$ cat src/rtl/hwag_pkg.sv
// Shared types and constants for the crank-wheel sync sequencer and the
// gap comparator.
package hwag_pkg;

  typedef enum logic [1:0] {
    IDLE,
    FILL,
    SEARCH,
    SYNC
  } hwag_sync_state_t;

  // Number of valid captures needed before the q0/q1/q2 window is trustworthy
  localparam logic [1:0] HWAG_VCNT_FULL = 2'd3;

  // A gap period is at least 2^HWAG_GAP_SHIFT times a regular tooth period
  localparam int HWAG_GAP_SHIFT = 1;

endpackage

$ cat src/rtl/hwag_gap_cmp.sv
// Missing-tooth detector: flags q0 as a gap when it is at least twice both
// older periods. One extra bit keeps the doubled values from overflowing.
module hwag_gap_cmp
  import hwag_pkg::*;
#(
  parameter int WIDTH = 24
) (
  input  logic [WIDTH-1:0] q0,
  input  logic [WIDTH-1:0] q1,
  input  logic [WIDTH-1:0] q2,
  output logic             gap
);

  logic [WIDTH:0] q0_w;
  logic [WIDTH:0] q1_x2;
  logic [WIDTH:0] q2_x2;

  always_comb begin
    q0_w  = {1'b0, q0};
    q1_x2 = {1'b0, q1} << HWAG_GAP_SHIFT;
    q2_x2 = {1'b0, q2} << HWAG_GAP_SHIFT;
    gap   = (q0_w >= q1_x2) && (q0_w >= q2_x2);
  end

endmodule

$ cat src/rtl/hwag_sync_ctrl.sv
// Crank-wheel sync sequencer: period timer, capture-chain control, gap search
// and tooth counting. Optional error counter behind HWAG_SYNC_ERRCNT_EN.
module hwag_sync_ctrl
  import hwag_pkg::*;
#(
  parameter int WIDTH = 24,
  parameter int TEETH = 58,
  parameter int TW    = 6
) (
  input  logic             clk,
  input  logic             rst,
  input  logic             ena,
  input  logic             edge_in,
  input  logic [WIDTH-1:0] tmo_val,
  input  logic [WIDTH-1:0] q0,
  input  logic [WIDTH-1:0] q1,
  input  logic [WIDTH-1:0] q2,
`ifdef HWAG_SYNC_ERRCNT_EN
  input  logic             err_clr,
  output logic [7:0]       err_cnt,
`endif
  output logic [WIDTH-1:0] tim_val,
  output logic             cap_ena,
  output logic             cap_rst,
  output logic [TW-1:0]    tooth_cnt,
  output logic             sync,
  output logic             gap_pulse,
  output logic             err_pulse,
  output logic             stopped
);

  localparam logic [TW-1:0]    LAST_TOOTH = TW'(TEETH - 1);
  localparam logic [WIDTH-1:0] TIM_MAX    = '1;

  hwag_sync_state_t state, state_d;
  logic [WIDTH-1:0] tim_cnt, tim_d;
  logic [1:0]       vcnt, vcnt_d;
  logic             eval_pend, pend_d;
  logic [TW-1:0]    tooth_d;
  logic             sync_d, gap_d, err_d, stopped_d, cap_rst_d;
  logic             accepted, timeout, gap;

  hwag_gap_cmp #(.WIDTH(WIDTH)) u_gap_cmp (
    .q0  (q0),
    .q1  (q1),
    .q2  (q2),
    .gap (gap)
  );

  assign tim_val = tim_cnt;

  // While stopped the timer is frozen, so the timeout must not re-fire.
  always_comb begin
    accepted  = edge_in && (state != IDLE) && !eval_pend;
    timeout   = (tmo_val != '0) && (tim_cnt >= tmo_val) && !accepted &&
                !stopped && (state != IDLE);
    cap_ena   = edge_in & accepted;
    state_d   = state;
    tim_d     = tim_cnt;
    vcnt_d    = vcnt;
    pend_d    = accepted;
    tooth_d   = tooth_cnt;
    sync_d    = sync;
    gap_d     = 1'b0;
    err_d     = 1'b0;
    stopped_d = stopped;
    cap_rst_d = 1'b0;

    if (state == IDLE) begin
      state_d = FILL;
    end else begin
      if (accepted) begin
        tim_d     = WIDTH'(1);
        stopped_d = 1'b0;
        if (vcnt != HWAG_VCNT_FULL) vcnt_d = vcnt + 2'd1;
      end else if (!stopped && !timeout && (tim_cnt != TIM_MAX)) begin
        tim_d = tim_cnt + WIDTH'(1);
      end

      if (edge_in && eval_pend) err_d = 1'b1;

      // The capture chain shifted on the accepted edge, so q0 is fresh now
      if (eval_pend) begin
        case (state)
          FILL: begin
            if (vcnt == HWAG_VCNT_FULL) state_d = SEARCH;
          end
          SEARCH: begin
            if (gap) begin
              state_d = SYNC;
              tooth_d = '0;
              sync_d  = 1'b1;
              gap_d   = 1'b1;
            end
          end
          SYNC: begin
            if ((tooth_cnt == LAST_TOOTH) && gap) begin
              tooth_d = '0;
              gap_d   = 1'b1;
            end else if ((tooth_cnt != LAST_TOOTH) && !gap) begin
              tooth_d = tooth_cnt + TW'(1);
            end else begin
              state_d = SEARCH;
              tooth_d = '0;
              sync_d  = 1'b0;
              err_d   = 1'b1;
            end
          end
          default: ;
        endcase
      end

      if (timeout) begin
        state_d   = FILL;
        sync_d    = 1'b0;
        tooth_d   = '0;
        vcnt_d    = '0;
        stopped_d = 1'b1;
        cap_rst_d = 1'b1;
        if (state == SYNC) err_d = 1'b1;
      end
    end
  end

  always_ff @(posedge clk) begin
    if (rst || !ena) begin
      state     <= IDLE;
      tim_cnt   <= '0;
      vcnt      <= '0;
      eval_pend <= 1'b0;
      tooth_cnt <= '0;
      sync      <= 1'b0;
      gap_pulse <= 1'b0;
      err_pulse <= 1'b0;
      stopped   <= 1'b0;
      cap_rst   <= 1'b1;
    end else begin
      state     <= state_d;
      tim_cnt   <= tim_d;
      vcnt      <= vcnt_d;
      eval_pend <= pend_d;
      tooth_cnt <= tooth_d;
      sync      <= sync_d;
      gap_pulse <= gap_d;
      err_pulse <= err_d;
      stopped   <= stopped_d;
      cap_rst   <= cap_rst_d;
    end
  end

`ifdef HWAG_SYNC_ERRCNT_EN
  // Clear has priority over a coincident error pulse
  always_ff @(posedge clk) begin
    if (rst || !ena || err_clr) begin
      err_cnt <= '0;
    end else if (err_pulse && (err_cnt != 8'hFF)) begin
      err_cnt <= err_cnt + 8'd1;
    end
  end
`endif

endmodule

$ cat config.mk
export PLATFORM = sky130hd
export DESIGN_NAME = hwag_sync_ctrl
export DESIGN_NICKNAME = d
export VERILOG_FILES = /design/src/rtl/hwag_pkg.sv /design/src/rtl/hwag_gap_cmp.sv /design/src/rtl/hwag_sync_ctrl.sv
export SDC_FILE = /design/constraint.sdc
export NUM_CORES = 1
export LEC_CHECK = 0
export BUFFER_PORTS_ARGS = -buffer_cell sky130_fd_sc_hd__buf_2
export CORE_ASPECT_RATIO = 0.6
export CORE_MARGIN = 4
export CORE_UTILIZATION = 56
export CTS_CLUSTER_DIAMETER = 150
export CTS_CLUSTER_SIZE = 24
export DETAILED_ROUTE_END_ITERATION = 12
export HOLD_SLACK_MARGIN = 0.03
export PLACE_DENSITY_LB_ADDON = 0.08
export RECOVER_POWER = 25
export SYNTH_ARGS = -nofsm -noshare
export SYNTH_HDL_FRONTEND = slang
export SYNTH_SLANG_ARGS = --single-unit
$ cat constraint.sdc
create_clock -name clk -period 4.08 [get_ports clk]
set_clock_uncertainty 0.05 [all_clocks]
set_input_delay 0.408 -clock clk [delete_from_list [all_inputs] [get_ports clk]]
set_output_delay 0.408 -clock clk [all_outputs]
set_load 0.05 [all_outputs]
==> metrics.txt, run 1 <==
met1 usage=about two fifths; maxcap violations=0; Seq/Total Area, Yosys=around a fifth; grt met3 use=under 10%; # clock sinks=40; GP Congestion=between 0.9 and 1; sw frac=between 20% and 30%; Pint=0.000778 W; Cell Area, Synth=around 0.0039 mm^2; Switch Pwr=roughly 0.00028 W; Initial Util=58.3%; GRT Overall Usage=between 20% and 30%; Routed Antenna Nets=0; Sequential Power Share=37.3%; grt peak-use layer=met1; final hold vios=0; most common cell after layout, fill and taps aside=buf_2; critical path type=register to register; FF+latch count, synth=40; Util after Layout=slightly above 70%; status=complete, no violations; DRT Pass-1 Iters=5; fmax=0.313 GHz; Detail Placement HPWL=about 10000 um; power share of the clock group=between 40% and 50%; CTS tree=yes; Root Driver=clkbuf_16; CTS H-tree lvls=2; Post-synth top flop=dfxtp_1; routed vias/inst=5.82; Crit Path Max Fanout=15; share of cells above drive strength 1=a little under a quarter; CP Capture Type=register; number of synthesized flops with an enable pin=0; commonest non-fill, non-tap cells in the layout=buf_2 (117), inv_1 (84), ha_1 (74), nand2_1 (41), dfxtp_1 (40); Slew Limit Headroom=49.3%; Startpoint Class=register; power density over the cells=~220 mW/mm^2; io pins=136; CTS Buffer Depth=2; Slew Viols, Final=0; via count=between 4,000 and 5,000; Setup Buffers After CTS=0; Synth top area share=roughly a quarter; total power=0.00106 W; Layout area overhead=22.4%; final WL=between 10,000 and 15,000 um; Remaining DRCs=0; First DRT Iteration DRCs=approximately 310; Core ar.=slightly below 0.007 mm^2; setup TNS=0 ns; initial antenna violation count=0; DIE AREA=roughly 0.0085 mm^2; Hold WC Path Type=primary input to register; RSZ-0062 raised after global routing=false; wire length per cell=16.2 um; post-route minimum period=3.20 ns; area leader, netlist=ha_1; vias in the first global route=3,955; met2 Use GR=a little over 40%; clk slew on worst S/H paths=0.06 ns; Synth area leaders=ha_1 (23%), dfxtp_1 (20%), inv_1 (8.0%), a21oi_1 (4.8%), nand2_1 (3.9%); Post-Syn Instances=a little over 500; final setup vio count=0; Worst EP required=about 4.2 ns; peak supply drop=around 0.00017 V; Antenna Cells=0; hold_buf cts=0; P_leak=approximately 2.4 nW; Final nets=slightly above 800; DIE WIDTH=116 um; Distinct cells, synth=66; synth warn=0; WP data arrival=roughly 3.3 ns; final worst-path cycle share=approximately four fifths; largest net degree at the start of global routing=22; Worst Max-Slew Pin Slew=~0.76 ns; Avg Inst Size Synth=~7.8 um^2; Inserted Clock Buffers=5; Post-Syn Nets=approximately 680; FP Rows=23; clk_lat worst skew=about 0.28 ns; grt total ovfl=0; FFs w/ async S/R, synth=0%; Resize count post-CTS=0; first-pass GRT wire length=18,500 um; input/output buffers=between 100 and 150; die outline height=roughly 73 um; Comb pwr share=between 20% and 30%
-- per-stage QoR --
stage / std cells / hold slack, ns / area (um^2) / setup slack (ns)
after floorplan: 503 / 0.407 / 3940 / 1.03
after global routing: 725 / 0.424 / 4820 / 0.714
after CTS: 725 / 0.386 / 4850 / 0.942
after detailed placement: 717 / 0.433 / 4680 / 0.883
final: 725 / 0.398 / 4820 / 0.881
after global placement: 717 / 0.416 / 4680 / 0.977
-- path summary, 6_finish.rpt --
| check | from | endpoint | slack (ns) | cells after the start |
|---|---|---|---|---|
| worst max-delay path | state[1]$_SDFFE_PP0P_ | tim_val[16]$_SDFFE_PP0P_ | 0.88 | 8 |
| worst min-delay path | rst | gap_pulse$_SDFF_PP0_ | 0.40 | 4 |
| worst max register to register | state[1]$_SDFFE_PP0P_ | tim_val[16]$_SDFFE_PP0P_ | 0.88 | 8 |
| worst min register to register | vcnt[1]$_SDFFE_PP0P_ | vcnt[1]$_SDFFE_PP0P_ | 0.44 | 2 |
-- flip-flops by register name, summed over array words and instances (netlist names) --
signal / flops
err_pulse: 1
stopped: 1
tooth_cnt: 6
eval_pend: 1
tim_val: 24
state: 2
gap_pulse: 1
vcnt: 2
sync: 1
cap_rst: 1
-- worst max-delay path, stage by stage (launching register included) --
cell      delay [ns]
dfxtp_1         0.46
o211ai_1        0.62
inv_1           0.22
a311o_1         0.44
nand2b_1        0.13
o21ai_1         0.19
o21ai_2         0.59
o311ai_0        0.23
o41ai_1         0.14
-- cells by family after synthesis --
family	Yosys count	share of synthesized area, %
and+or+nand+nor	162	22.4
xor gates and xnor gates	9	2.00
buffers and inverters	92	9.08
muxes	6	1.52
DFF	40	20.3
AOI/OAI and AO/OA	120	21.2
adders and majority gates	74	23.5
-- cells in the mapped netlist, types with 4 or more instances --
cell type,instances
nor3_1,4
or4_1,8
nand2b_1,4
a211oi_1,10
clkbuf_1,4
or3_1,9
dfxtp_1,40
nor4_1,11
xnor2_1,7
mux2i_1,6
and3_1,6
nand4_1,15
a21oi_1,38
nand3_1,11
o21ai_0,21
nor2_1,28
ha_1,74
inv_1,84
a21o_1,5
o211ai_1,8
nand2_1,41
-- power by group through the flow --
stage	Sequential [W]	Clock [W]	Combinational (W)
finish	0.000396	0.000445	0.000221
global route	0.000396	0.000467	0.000252
CTS	0.000395	0.000448	0.000220
detailed placement	0.000404	0	0.000218
global placement	0.000404	0	0.000208
floorplan	0.000406	0	0.000123
-- final cells by class --
cell class,instances,area [um^2]
clock buffer,5,125
clock inverter,3,42.5
fill,574,1940
inverter,84,315
multi-input combinational,371,2780
sequential,40,801
tap,87,109
timing repair buffer,135,653
-- metal layers --
layer	part of all wire, %	up-vias
li1	-	2087
met1	48	1935
met2	41	193
met3	10	8
met4	0.81	0
met5	0	-
Power figures use the tool's default switching activity.
==> inputs of run 2 (changes only) <==
--- a/config.mk
+++ b/config.mk
@@ -5,10 +5,11 @@
 export SDC_FILE = /design/constraint.sdc
 export NUM_CORES = 1
 export LEC_CHECK = 0
+export ABC_AREA = 1
 export BUFFER_PORTS_ARGS = -buffer_cell sky130_fd_sc_hd__buf_2
 export CORE_ASPECT_RATIO = 0.6
 export CORE_MARGIN = 4
-export CORE_UTILIZATION = 56
+export CORE_UTILIZATION = 48
 export CTS_CLUSTER_DIAMETER = 150
 export CTS_CLUSTER_SIZE = 24
 export DETAILED_ROUTE_END_ITERATION = 12
==> constraint.sdc (replaced) <==
create_clock -name clk -period 2.9 [get_ports clk]
set_clock_uncertainty 0.05 [all_clocks]
set_input_delay 0.29 -clock clk [delete_from_list [all_inputs] [get_ports clk]]
set_output_delay 0.29 -clock clk [all_outputs]
set_load 0.05 [all_outputs]
==> run 2 against run 1 <==
- via count is 23% higher
- critical endpoint is now tooth_cnt[3]$_SDFFE_PP0P_
- sequential share of layout area down 2.4 points
- cell area rose by 17%
- critical path depth up 6
- die area grew 31%
- highest routed layer unchanged
- combinational power up 67%
==> metrics.txt, run 2 <==
final setup margin=0.282 ns (-0.599 ns); Commonest cells post-synth=nand2_1 (196), inv_1 (135), nor2_1 (80); maxcap violations=0 (unchanged); grt total ovfl=0 (unchanged); most common cell after layout, fill and taps aside=nand2_1; clk_lat worst skew=0.29 ns (about the same); Worst Reg2Reg Path Length in Cells=14 (+6); reg-to-reg endpoint=tooth_cnt[3]$_SDFFE_PP0P_; via count=5,180 (+23%); Core ar.=0.00919 mm^2 (+36%); post-route minimum period=2.62 ns (-0.581 ns); Resize count post-CTS=0 (unchanged); Root Driver=clkbuf_16; synth warn=0 (unchanged); DIE AREA=0.0111 mm^2 (+31%); Synth top area share=20.4% (-3.1 points); Routed Antenna Nets=0 (unchanged); Hold EP=state[0]$_SDFFE_PP0P_; WHS Path Cells=4 (unchanged); largest family of logic cells by synthesized area=simple AND/OR/NAND/NOR gates; # clock sinks=40 (unchanged); Remaining DRCs=0 (unchanged); max FFs per register=24 (unchanged); Synth area leaders=ha_1 (20%), dfxtp_1 (18%), nand2_1 (16%), inv_1 (11%), nor2_1 (6.6%); fmax=0.382 GHz (+22%); count leader, synth=nand2_1; Cell Area, Synth=0.00455 mm^2 (+15%); Post-Syn Instances=726 (+44%); Crit Path Max Fanout=8 (-7); Slew Limit Headroom=54.5% (+5.2 points); Hold Crit Start=rst; Slew Viols, Final=0 (unchanged); Seq/Total Area, Yosys=17.6% (-2.7 points); largest net degree at the start of global routing=25 (+14%); WP data arrival=2.73 ns (-0.57 ns); DIE WIDTH=134 um (+15%); Post-Synth Adder-Cell Area=20.4% (-3.1 points); Post-Syn Nets=900 (+33%); first-pass GRT wire length=23,900 um (+29%); Layout area overhead=24.2%; share of cells above drive strength 1=18.9% (-3.8 points); FF+latch count, synth=40 (unchanged); FP Rows=27 (+17%); peak supply drop=0.000298 V (+75%); Detail Placement HPWL=12,800 um (+30%); Distinct cells, synth=38 (-42%); GRT Overall Usage=26.5% (-1.1 points); Synth Area in Compound Gates=9.44% (-12 points); CTS H-tree lvls=2 (unchanged); CTS Buffer Depth=2 (unchanged); DRT Pass-1 Iters=6 (+1); final WL=15,200 um (+30%); Placed Area=0.00550 mm^2 (+17%); final hold vios=0 (unchanged); routed vias/inst=5.11 (-12%); status=complete, no violations; CTS tree=yes; io pins=136 (unchanged); cell area after layout=0.00565 mm^2 (+17%); R2R Setup Slk=0.28 ns (-0.60 ns); setup TNS=0 ns (unchanged); number of filler cells placed in the layout=906 (+58%); hold_buf cts=0 (unchanged); area leader, netlist=ha_1; RSZ-0062 raised after global routing=false; wire length per cell=15.0 um (-7.1%); Inserted Clock Buffers=5 (unchanged); Hold Worst Slack=0.354 ns (-0.0431 ns); Synth Area in XOR/XNOR=4.62% (+2.6 points); Hold WC Path Type=primary input to register; Simple-Gate Fraction of Synth Area=34.9% (+13 points); post-place setup slack=0.357 ns (-0.525 ns); GP Congestion=0.986 (+5.0%); Startpoint Class=register; Final nets=1,056 (+30%); CP Capture Type=register; clk slew on worst S/H paths=0.07 ns (about the same); Post-synth top flop=dfxtp_1; final setup vio count=0 (unchanged); final worst-path cycle share=90.3% (+12 points); r2r startpoint=tim_val[19]$_SDFFE_PP0P_; initial antenna violation count=0 (unchanged); die outline height=83.4 um (+14%); P_leak=3.09 nW (+28%); Antenna Cells=0 (unchanged); Avg Inst Size Synth=6.26 um^2 (-20%); power density over the cells=280 mW/mm^2 (+27%); critical path type=register to register; Worst EP required=3.02 ns (-1.16 ns); vias in the first global route=4,774 (+21%); Worst Max-Slew Pin Slew=0.681 ns (-0.0780 ns); commonest non-fill, non-tap cells in the layout=nand2_1 (196), inv_1 (135), buf_2 (116), nor2_1 (80), ha_1 (74); First DRT Iteration DRCs=453 (+45%); Initial Util=49.5% (-8.8 points); FFs w/ async S/R, synth=0% (unchanged); number of synthesized flops with an enable pin=0 (unchanged); mux contribution to synthesized area=0% (-1.5 points); Setup Buffers After CTS=0 (unchanged); input/output buffers=135 (unchanged)
==> run 2: metrics by stage <==
stage	instances	util, %	total power [W]
CTS	1013	61.7	0.00158
global route	1013	61.5	0.00165
floorplan	726	-	0.000794
finish	1013	61.5	0.00158
detailed placement	1005	59.8	0.000930
global placement	1005	59.8	0.000916
==> run 2: how the worst max path moves through the flow <==
stage | start | endpoint | slack (ns) | cells after the start
floorplan | tim_val[7]$_SDFFE_PP0P_ | tooth_cnt[3]$_SDFFE_PP0P_ | 0.47 | 20
global placement | tim_val[19]$_SDFFE_PP0P_ | tooth_cnt[2]$_SDFFE_PP0P_ | 0.48 | 14
detailed placement | tim_val[19]$_SDFFE_PP0P_ | tooth_cnt[3]$_SDFFE_PP0P_ | 0.36 | 14
CTS | tim_val[19]$_SDFFE_PP0P_ | tooth_cnt[3]$_SDFFE_PP0P_ | 0.34 | 14
global route | tim_val[19]$_SDFFE_PP0P_ | tooth_cnt[3]$_SDFFE_PP0P_ | 0.08 | 14
finish | tim_val[19]$_SDFFE_PP0P_ | tooth_cnt[3]$_SDFFE_PP0P_ | 0.28 | 14
==> run 2: kinds of logic after synthesis <==
kind of cell	count (synthesis)
AO/OA/AOI/OAI	75
XOR/XNOR	24
adder cells (fa/ha/maj)	74
buffers and inverters	150
flip-flops	40
AND/OR/NAND/NOR	363
==> run 2: worst max-delay path, stage by stage (launching register included) <==
cell	delay, ns
dfxtp_1	0.63
ha_1	0.23
nand2_1	0.07
nor2_1	0.11
nand4_1	0.12
nor2_1	0.11
nand2_1	0.06
nand3_1	0.14
nand2_4	0.11
inv_4	0.13
nand2_8	0.07
o21ai_2	0.08
nand2_4	0.08
o21ai_0	0.40
nor2_1	0.11
==> run 2: cell type report <==
type	count	area [um^2]	share of cell area [%]
Multi-Input combinational cell	536	3150	55.8
Timing Repair Buffer	159	832	14.7
Sequential cell	40	801	14.2
Inverter	140	528	9.35
Tap cell	130	163	2.88
Clock buffer	5	125	2.22
Clock inverter	3	46.3	0.820
==> run 2: metal layers <==
metal  routed length, um  up-vias  track usage (%)
li1                    -     2620                -
met1                7560     2317             39.5
met5                   0        -                0
met4                  86        0             3.73
met2                5600      234             35.8
met3                1950        9             10.9
==> run 2: report_power, final <==
group          internal [W]  total (W)  switching (W)
clock network      0.000409   0.000658       0.000249
logic              0.000150   0.000368       0.000218
registers          0.000552   0.000555     0.00000273
total               0.00111    0.00158       0.000470
